### config.mk
export PLATFORM = sky130hd
export DESIGN_NAME = taxi_fare_meter
export DESIGN_NICKNAME = d
export VERILOG_FILES = /design/src/rtl/taxi_fare_meter.sv
export SDC_FILE = /design/constraint.sdc
export NUM_CORES = 1
export LEC_CHECK = 0
export BUFFER_PORTS_ARGS = -buffer_cell sky130_fd_sc_hd__clkbuf_2
export CORE_MARGIN = 3
export CORE_UTILIZATION = 35
export CTS_CLUSTER_SIZE = 12
export DETAILED_ROUTE_END_ITERATION = 16
export PLACE_DENSITY = 0.62
export SYNTH_ARGS = -nofsm -noshare
export SYNTH_HDL_FRONTEND = slang
export SYNTH_SLANG_ARGS = --single-unit
### constraint.sdc
create_clock -name clk_i -period 9.1 [get_ports clk_i]
set_input_delay 0.455 -clock clk_i [delete_from_list [all_inputs] [get_ports clk_i]]
set_output_delay 0.455 -clock clk_i [all_outputs]
set_load 0.005 [all_outputs]
### src/rtl/taxi_fare_meter.sv
// Purpose : taxi meter; accumulates ride distance and waiting time and builds the fare by adding tariff units (no multipliers).
// Latency : outputs are registered; they update the cycle after a meter tick, and the cycle after the registered start edge.
// Backpr. : none; level inputs are sampled every cycle, and outputs saturate at all-ones instead of wrapping.
//
// Ports:
//   clk_i        clock
//   rst_i        synchronous reset, active-high; aborts any ride
//   start_i      level; its rising edge begins a ride, its falling edge ends it (edges taken after one register)
//   pause_i      level; holds all counting (HOLD state); takes priority over waiting_i
//   waiting_i    level; while running, ticks add waiting time instead of distance
//   speedup_i    speed step; distance grows by speedup_i+1 metres per tick
//   night_i      night tariff request, latched at ride start (used only when NIGHT_RATE_EN is defined)
//   distance_o   metres travelled this ride
//   wait_time_o  waiting ticks this ride
//   money_o      current fare in cents
//   state_o      0 IDLE, 1 RUN, 2 HOLD, 3 DONE
// Optional feature macro: NIGHT_RATE_EN (night distance unit = UNIT_FARE + UNIT_FARE/2).
module taxi_fare_meter #(
    parameter int TICK_DIV  = 100,
    parameter int DIST_W    = 32,
    parameter int WAIT_W    = 32,
    parameter int MONEY_W   = 32,
    parameter int BASE_FARE = 1300,
    parameter int BASE_DIST = 3000,
    parameter int UNIT_DIST = 500,
    parameter int UNIT_FARE = 115,
    parameter int WAIT_UNIT = 60,
    parameter int WAIT_FARE = 50
) (
    input  logic               clk_i,
    input  logic               rst_i,
    input  logic               start_i,
    input  logic               pause_i,
    input  logic               waiting_i,
    input  logic [1:0]         speedup_i,
    input  logic               night_i,
    output logic [DIST_W-1:0]  distance_o,
    output logic [WAIT_W-1:0]  wait_time_o,
    output logic [MONEY_W-1:0] money_o,
    output logic [1:0]         state_o
);
    typedef enum logic [1:0] {S_IDLE = 2'd0, S_RUN = 2'd1, S_HOLD = 2'd2, S_DONE = 2'd3} state_t;

    localparam int PW  = (TICK_DIV > 1) ? $clog2(TICK_DIV) : 1;
    // residual holds at most UNIT_DIST-1 plus one step of up to 4 metres
    localparam int RW  = $clog2(UNIT_DIST + 4);
    localparam int WRW = (WAIT_UNIT > 1) ? $clog2(WAIT_UNIT) : 1;
    localparam logic [MONEY_W-1:0] DAY_UF   = MONEY_W'(UNIT_FARE);
    localparam logic [MONEY_W-1:0] NIGHT_UF = MONEY_W'(UNIT_FARE + (UNIT_FARE >> 1));

    state_t             state_q, state_d;
    logic               start_q, start_d1_q;
    logic [PW-1:0]      presc_q, presc_d;
    logic [DIST_W-1:0]  distance_q, distance_d;
    logic [WAIT_W-1:0]  wait_q, wait_d;
    logic [MONEY_W-1:0] money_q, money_d;
    logic [RW-1:0]      resid_q, resid_d;
    logic [WRW-1:0]     wresid_q, wresid_d;

    logic               rise, fall, tick, unit_hit;
    logic [2:0]         step, beyond;
    logic [DIST_W:0]    step_w, dist_sum, over;
    logic [RW-1:0]      resid_sum;
    logic [MONEY_W-1:0] unit_fare, fare_add;
    logic [MONEY_W:0]   money_sum;

`ifdef NIGHT_RATE_EN
    logic night_q, night_d;
    assign unit_fare = night_q ? NIGHT_UF : DAY_UF;
`else
    logic unused_night;
    assign unused_night = night_i;
    assign unit_fare    = DAY_UF;
`endif

    assign rise = start_q & ~start_d1_q;
    assign fall = ~start_q & start_d1_q;
    assign tick = (state_q == S_RUN) && (presc_q == PW'(TICK_DIV - 1));

    // Only metres past BASE_DIST are chargeable; a straddling step contributes just its excess.
    assign step      = 3'(speedup_i) + 3'd1;
    assign step_w    = (DIST_W+1)'(step);
    assign dist_sum  = {1'b0, distance_q} + step_w;
    assign over      = dist_sum - (DIST_W+1)'(BASE_DIST);
    assign beyond    = (dist_sum > (DIST_W+1)'(BASE_DIST)) ? ((over < step_w) ? over[2:0] : step) : 3'd0;
    assign resid_sum = resid_q + RW'(beyond);
    assign unit_hit  = resid_sum >= RW'(UNIT_DIST);

    always_comb begin
        state_d    = state_q;
        presc_d    = presc_q;
        distance_d = distance_q;
        wait_d     = wait_q;
        money_d    = money_q;
        resid_d    = resid_q;
        wresid_d   = wresid_q;
        fare_add   = '0;
        money_sum  = '0;
`ifdef NIGHT_RATE_EN
        night_d    = night_q;
`endif
        if (rise) begin
            state_d    = S_RUN;
            presc_d    = '0;
            distance_d = '0;
            wait_d     = '0;
            money_d    = MONEY_W'(BASE_FARE);
            resid_d    = '0;
            wresid_d   = '0;
`ifdef NIGHT_RATE_EN
            night_d    = night_i;
`endif
        end else if (fall) begin
            state_d = S_DONE;
        end else begin
            if (state_q == S_RUN || state_q == S_HOLD) begin
                state_d = pause_i ? S_HOLD : S_RUN;
            end
            if (state_q == S_RUN) begin
                presc_d = tick ? '0 : presc_q + PW'(1);
            end
            if (tick) begin
                if (waiting_i) begin
                    wait_d = (&wait_q) ? wait_q : wait_q + WAIT_W'(1);
                    if (wresid_q == WRW'(WAIT_UNIT - 1)) begin
                        wresid_d = '0;
                        fare_add = MONEY_W'(WAIT_FARE);
                    end else begin
                        wresid_d = wresid_q + WRW'(1);
                    end
                end else begin
                    distance_d = dist_sum[DIST_W] ? '1 : dist_sum[DIST_W-1:0];
                    if (unit_hit) begin
                        resid_d  = resid_sum - RW'(UNIT_DIST);
                        fare_add = unit_fare;
                    end else begin
                        resid_d  = resid_sum;
                    end
                end
                money_sum = {1'b0, money_q} + {1'b0, fare_add};
                money_d   = money_sum[MONEY_W] ? '1 : money_sum[MONEY_W-1:0];
            end
        end
    end

    always_ff @(posedge clk_i) begin
        if (rst_i) begin
            state_q    <= S_IDLE;
            start_q    <= 1'b0;
            start_d1_q <= 1'b0;
            presc_q    <= '0;
            distance_q <= '0;
            wait_q     <= '0;
            money_q    <= '0;
            resid_q    <= '0;
            wresid_q   <= '0;
`ifdef NIGHT_RATE_EN
            night_q    <= 1'b0;
`endif
        end else begin
            state_q    <= state_d;
            start_q    <= start_i;
            start_d1_q <= start_q;
            presc_q    <= presc_d;
            distance_q <= distance_d;
            wait_q     <= wait_d;
            money_q    <= money_d;
            resid_q    <= resid_d;
            wresid_q   <= wresid_d;
`ifdef NIGHT_RATE_EN
            night_q    <= night_d;
`endif
        end
    end

    assign distance_o  = distance_q;
    assign wait_time_o = wait_q;
    assign money_o     = money_q;
    assign state_o     = state_q;
endmodule

Word-level counts from Yosys, hierarchy flattened
Cells that the tools add are included.
{"block": "classes", "order_cmp": 3, "shift": 0, "addsub": 9, "n_reduce_logical": 13, "mux": 20, "mul": 0, "n_eq_ne": 5, "n_div": 0, "bitwise": 7}
{"cell": "32-bit two-way mux", "count": 6}
{"cell": "32-bit by 3-bit adder with 33-bit output", "count": 1}
{"cell": "32-bit by 32-bit adder with 33-bit output", "count": 1}
{"cell": "33-bit by 12-bit greater-than comparator with 1-bit output, second input constant", "count": 1}
{"cell": "33-bit by 3-bit < comparator with 1-bit output", "count": 1}
{"cell": "11-bit two-way mux", "count": 3}
{"cell": "33-bit by 12-bit subtractor with 33-bit output, second input constant", "count": 1}
{"cell": "32-bit by 1-bit adder with 32-bit output, second input constant", "count": 1}
{"cell": "32-bit AND reduction", "count": 1}
{"cell": "7-bit two-way mux", "count": 2}
{"cell": "6-bit two-way mux", "count": 2}
{"cell": "9-bit by 3-bit adder with 9-bit output", "count": 1}
{"cell": "9-bit >= comparator, second input constant", "count": 1}
{"cell": "9-bit two-way mux", "count": 1}
{"cell": "9-bit subtractor, second input constant", "count": 1}
{"cell": "7-bit by 1-bit adder with 7-bit output, second input constant", "count": 1}
{"cell": "7-bit == test, second input constant", "count": 1}
{"cell": "6-bit by 1-bit adder with 6-bit output, second input constant", "count": 1}
{"cell": "6-bit == test, second input constant", "count": 1}
{"cell": "2-bit two-way mux", "count": 3}
{"cell": "3-bit two-way mux", "count": 2}
{"cell": "2-bit AND reduction", "count": 3}
{"cell": "3-bit AND reduction", "count": 2}
{"cell": "1-bit inverter", "count": 5}
{"cell": "other kinds (12)", "count": 14}
{"block": "totals", "in_bits": 8, "regBits": 122, "ramBits": 0, "word_cells": 68, "rom_bits": 0, "latch_bits": 0, "out_inout_bits": 98, "n_memories": 0}

Logic depth before layout (Yosys ltp)
{"block": "logic_depth", "ltp_word": 18, "depth_mapped": 34}

Least setup slack after synthesis
Ideal clock, no wire load.
{"block": "synth_path", "path_type": "in2reg", "start": "input speedup_i[0]", "end": "register money_q[27] (netlist: money_o[27])", "setup_time_ps": 64, "stages": 31, "required_ps": 9036, "arrival_time_ps": 7794, "path_slack_ps": 1242, "n_path_buf": 1, "cell_sequence": "ha_1 -> ha_1 -> a21oi_1 -> or3b_1 -> clkbuf_1 -> a2111oi_4 -> mux2i_1 -> a31oi_1 -> nor4_1 -> nand4_1 -> or4_4 -> nor3_2 -> o21a_1 -> ha_1 -> a21o_1 -> a21oi_1 -> xor2_1 -> ha_1 -> nand3b_1 -> a31o_2 -> nor4_2 -> a41o_1 -> ha_1 -> and3_1 -> and4_1 -> nor4b_1 -> o21a_1 -> o31ai_1 -> a21oi_1 -> a41o_1 -> nor2_1"}
{"block": "synth_between", "elab_chain_cells": 15}
{"element": "start, declared", "line": "35", "rtl": "input logic [1:0] speedup_i,"}
{"element": "2-bit by 1-bit adder with 3-bit output (*)", "line": "81", "rtl": "assign step = 3'(speedup_i) + 3'd1;"}
{"element": "32-bit by 3-bit adder with 33-bit output", "line": "83", "rtl": "assign dist_sum = {1'b0, distance_q} + step_w;"}
{"element": "33-bit by 12-bit subtractor with 33-bit output", "line": "84", "rtl": "assign over = dist_sum - (DIST_W+1)'(BASE_DIST);"}
{"element": "33-bit by 3-bit < comparator with 1-bit output", "line": "85", "rtl": "assign beyond = (dist_sum > (DIST_W+1)'(BASE_DIST)) ? ((over < step_w) ? over[2:0] : step) : 3'd0;"}
{"element": "3-bit two-way mux", "line": "85"}
{"element": "3-bit two-way mux (*)", "line": "85"}
{"element": "9-bit by 3-bit adder with 9-bit output (*)", "line": "86", "rtl": "assign resid_sum = resid_q + RW'(beyond);"}
{"element": "9-bit >= comparator (*)", "line": "87", "rtl": "assign unit_hit = resid_sum >= RW'(UNIT_DIST);"}
{"element": "7-bit two-way mux (*)", "line": "133", "rtl": "if (unit_hit) begin"}
{"element": "32-bit two-way mux (*)", "line": "123", "rtl": "if (waiting_i) begin"}
{"element": "32-bit two-way mux (*)", "line": "122", "rtl": "if (tick) begin"}
{"element": "32-bit two-way mux (*)", "line": "113", "rtl": "end else if (fall) begin"}
{"element": "32-bit two-way mux (*)", "line": "102", "rtl": "if (rise) begin"}
{"element": "32-bit by 32-bit adder with 33-bit output (*)", "line": "140", "rtl": "money_sum = {1'b0, money_q} + {1'b0, fare_add};"}
{"element": "32-bit two-way mux (*)", "line": "141", "rtl": "money_d = money_sum[MONEY_W] ? '1 : money_sum[MONEY_W-1:0];"}
{"element": "end signal, assigned", "line": "167", "rtl": "money_q <= money_d;"}
{"element": "end, declared", "line": "56", "rtl": "logic [MONEY_W-1:0] money_q, money_d;"}
Mark *: on every way between the ends. The rest lies on a longest branch, timed or not. The select of a mux whose other input is x is not followed.
A chain may end at the register's enable or synchronous reset.

Worst setup path after layout
{"block": "layout_path", "start": "register distance_q[0] (netlist: distance_o[0])", "end": "register money_q[2] (netlist: money_o[2])"}
{"block": "layout_between", "elab_chain_cells": 17}
{"element": "start, declared", "line": "54", "rtl": "logic [DIST_W-1:0] distance_q, distance_d;"}
{"element": "start signal, assigned", "line": "165", "rtl": "distance_q <= distance_d;"}
{"element": "32-bit by 3-bit adder with 33-bit output (*)", "line": "83"}
{"element": "33-bit by 12-bit subtractor with 33-bit output", "line": "84"}
{"element": "33-bit by 3-bit < comparator with 1-bit output", "line": "85"}
{"element": "3-bit two-way mux", "line": "85"}
{"element": "3-bit two-way mux (*)", "line": "85"}
{"element": "9-bit by 3-bit adder with 9-bit output (*)", "line": "86"}
{"element": "9-bit >= comparator (*)", "line": "87"}
{"element": "7-bit two-way mux (*)", "line": "133"}
{"element": "32-bit two-way mux (*)", "line": "123"}
{"element": "32-bit two-way mux (*)", "line": "122"}
{"element": "32-bit two-way mux (*)", "line": "113"}
{"element": "32-bit two-way mux (*)", "line": "102"}
{"element": "32-bit by 32-bit adder with 33-bit output (*)", "line": "140"}
{"element": "32-bit two-way mux (*)", "line": "141"}
{"element": "11-bit two-way mux (*)", "line": "122"}
{"element": "11-bit two-way mux (*)", "line": "113"}
{"element": "11-bit two-way mux (*)", "line": "102"}
Marks and branches as above.

==> out/summary.md <==
* **Leakage** 3.30 nW
* **standard cell core area** 20600 µm²
* **total count of hold-check failures in the final report** 0
* **clock buffers created by TritonCTS** 17
* **final period demand of the worst path** 8.26 ns
* **hold_buf cts** 0
* **die height** 152 µm
* **Netlist Area Pre-Place** 7510 µm²
* **count of vias placed by the detailed router** 7439
* **global-route wire length before repair** 35000 µm
* **flip-flop and latch count after synthesis** 122
* **hold slack** 0.233 ns
* **endpoint required time on the critical path** 9.39 ns
* **clock-pin slew of the registers on the worst-case setup and hold paths** 0.06 ns
* **cell row count** 52
* **post-detailed-placement half-perimeter wirelength** 15000 µm
* **total instance count after detailed placement** 1293
* **starting utilization of the core area** 36.4%
* **status** finished clean
* **RD Place Congestion** 0.906
* **count of non-filler cells in the finished layout** 1325
* **minimum setup slack among reg-to-reg paths** 0.84 ns
* **type of the worst min-delay path** in2reg
* **highest net fanout along the worst path** 16
* **total negative setup slack** 0 ns
* **Detailed Route Iter0 Violations** 382
* **Arr. time, crit path** 8.56 ns
* **synthesized area per cell** 7.83 µm²
* **stage delay of the slowest cell on the critical path** 0.69 ns
* **Max VDD drop** 121 µV
* **Max Cap Violations** 0
* **top-area cell type share of the netlist area** 32.5%
* **number of library cell types mapped by synthesis** 76
* **via count of the first global-routing pass** 6771
* **Post-synth top flop** sky130_fd_sc_hd__dfxtp_1
* **overall routing resource usage** 17.7%
* **Slew @ Worst Pin** 0.919 ns
* **library cell with the largest summed area after synthesis** sky130_fd_sc_hd__dfxtp_1
* **Final Util** 43.1%
* **number of instances in the synthesized netlist** 959
* **floorplan die area** 23200 µm²
* **Initial DRT Pass Iterations** 5
* **kind of end point of the critical path** flop
* **f_max** 0.121 GHz
* **Final Cycle Share** 90.8%
* **total I/O pin count** 106
* **Async SR Flop Fraction** 0%
* **maximum clock path buffer count** 2
* **startpoint type of the worst setup path** flop
* **number of antenna violations at the first check in global routing** 0
* **clock latency reported for the late side of the worst-skew pair** 0.42 ns
* **fillers** 2100
* **CTS tree** built
* **power per cell area** 147 nW/µm²
* **Remaining DRCs** 0
* **unrepaired setup endpoints after global routing** false
* **top post-synthesis cells by count** sky130_fd_sc_hd__dfxtp_1, sky130_fd_sc_hd__nor2_1, sky130_fd_sc_hd__nand2_1
* **IO Port Bufs** 104
* **number of nets in the layout** 1072
* **synthesized net count** 989
* **Seq/Total Area, Yosys** 32.5%
* **CP Class** reg2reg
* **Setup Skew** 0.0110 ns
* **number of nets with antenna violations after detailed routing** 0
* **number of enable-type register cells in the synthesized netlist** 0
* **max-slew violation count** 0
* **max-slew headroom at the worst pin** 37.2%
* **Clock H-tree levels** 4
* **Synth-to-Final Area Change** 18.4%
* **remaining global-route overflow** 0
* **share of post-route cells with drive strength above 1** 17.0%
* **largest net degree at the start of global routing** 51
* **total detailed-routing wirelength** 21100 µm
* **number of setup violations in the final report** 0
* **die span in x** 152 µm
* **cell with the largest stage delay on the worst path** sky130_fd_sc_hd__nor4_1
* **Vias per Instance** 5.61
* **Yosys warning total** 0
* **TritonCTS Sinks** 122
* **final routed wire length divided by cell count** 16.0 µm
* **clock tree root buffer cell** sky130_fd_sc_hd__clkbuf_16
* **most common cell in the synthesized netlist** sky130_fd_sc_hd__dfxtp_1
* **Design Power** 1.31 mW
* **count of inserted antenna diode cells** 0
* **top post-synthesis cells by area** sky130_fd_sc_hd__dfxtp_1, sky130_fd_sc_hd__nor2_1, sky130_fd_sc_hd__a21oi_1
timing repair:
action                     in CTS  in global routing
gates resized for setup         0                  1
buffers inserted                0                  0
setup endpoints to repair       0                  1
layer usage:
metal / share of wire (%) / vias to the layer above / GRT usage (%)
li1: - / 3710 / -
met1: 48 / 3498 / 24.4
met2: 45 / 207 / 28.0
met3: 6.2 / 24 / 4.20
met4: 1.3 / 0 / 4.67
met5: 0 / - / 0
logic make-up after synthesis:
logic type               share of synthesized area, %
flip-flops                                       32.5
buffers and inverters                            4.08
AO/OA/AOI/OAI                                    21.0
adder cells (fa/ha/maj)                          3.97
XOR/XNOR                                         8.63
multiplexers                                     1.08
AND/OR/NAND/NOR                                  28.7
sequential cells by signal (all words and copies together) (netlist names):
name         count
distance_o      32
money_o         32
presc_q          7
resid_q          9
start_d1_q       1
start_q          1
state_o          2
wait_time_o     32
wresid_q         6
placed cells by master, fill, tap and decap left out, types with 10 or more instances in the layout:
master / netlist / routed
sky130_fd_sc_hd__a211oi_1: 21 / 21
sky130_fd_sc_hd__a21oi_1: 71 / 71
sky130_fd_sc_hd__a311oi_1: 14 / 14
sky130_fd_sc_hd__a31oi_1: 20 / 20
sky130_fd_sc_hd__and3_1: 26 / 26
sky130_fd_sc_hd__and4_1: 12 / 12
sky130_fd_sc_hd__buf_4: 1 / 15
sky130_fd_sc_hd__clkbuf_16: 0 / 17
sky130_fd_sc_hd__clkbuf_2: 1 / 104
sky130_fd_sc_hd__dfxtp_1: 122 / 122
sky130_fd_sc_hd__ha_1: 19 / 19
sky130_fd_sc_hd__inv_1: 22 / 22
sky130_fd_sc_hd__nand2_1: 79 / 79
sky130_fd_sc_hd__nand3_1: 46 / 46
sky130_fd_sc_hd__nand4_1: 31 / 31
sky130_fd_sc_hd__nor2_1: 112 / 111
sky130_fd_sc_hd__nor2b_1: 10 / 10
sky130_fd_sc_hd__nor3_1: 35 / 35
sky130_fd_sc_hd__nor4_1: 12 / 12
sky130_fd_sc_hd__o21ai_0: 45 / 45
sky130_fd_sc_hd__or3_1: 13 / 13
sky130_fd_sc_hd__xnor2_1: 36 / 36
sky130_fd_sc_hd__xor2_1: 38 / 38
final cells by class:
cell class / instances / area (µm²) / share of cell area (%)
clock buffer: 18 / 439 / 4.94
clock inverter: 14 / 186 / 2.10
inverter: 22 / 82.6 / 0.929
multi-input combinational: 760 / 4760 / 53.6
sequential: 122 / 2440 / 27.5
tap: 270 / 338 / 3.80
timing repair buffer: 119 / 633 / 7.12
worst max-delay path, delay by kind of cell, from the launching register on:
| family | cells | cell delay (ns) |
|---|---|---|
| AO/OA/AOI/OAI | 14 | 3.23 |
| AND/OR/NAND/NOR | 10 | 2.56 |
| adder cells (fa/ha/maj) | 5 | 1.33 |
| flip-flops | 1 | 0.40 |
| XOR/XNOR | 1 | 0.34 |
| multiplexers | 1 | 0.28 |
worst paths after layout:
check / end / cells after the start / startpoint
worst max-delay path: money_o[2]$_SDFFE_PP0P_ / 31 / distance_o[0]$_SDFFE_PP0P_
worst min-delay path: state_o[0]$_SDFFE_PP0P_ / 2 / pause_i
worst max register to register: money_o[2]$_SDFFE_PP0P_ / 31 / distance_o[0]$_SDFFE_PP0P_
worst min register to register: resid_q[0]$_SDFFE_PP0P_ / 2 / resid_q[0]$_SDFFE_PP0P_
through the flow:
step	area, µm²	setup slack (ns)
3_3_place_gp	8260	0.581
5_1_grt	8890	0.154
6_report	8890	0.836
4_1_cts	8880	0.713
3_5_place_dp	8260	0.390
2_1_floorplan	7510	1.24
where the power goes:
group	internal (mW)	switching, mW	leakage [nW]
clock	0.445	0.276	0.300
sequential	0.538	0.00373	0.984
combinational	0.0164	0.0289	2.02
total	0.999	0.308	3.30
Power figures use the tool's default switching activity.
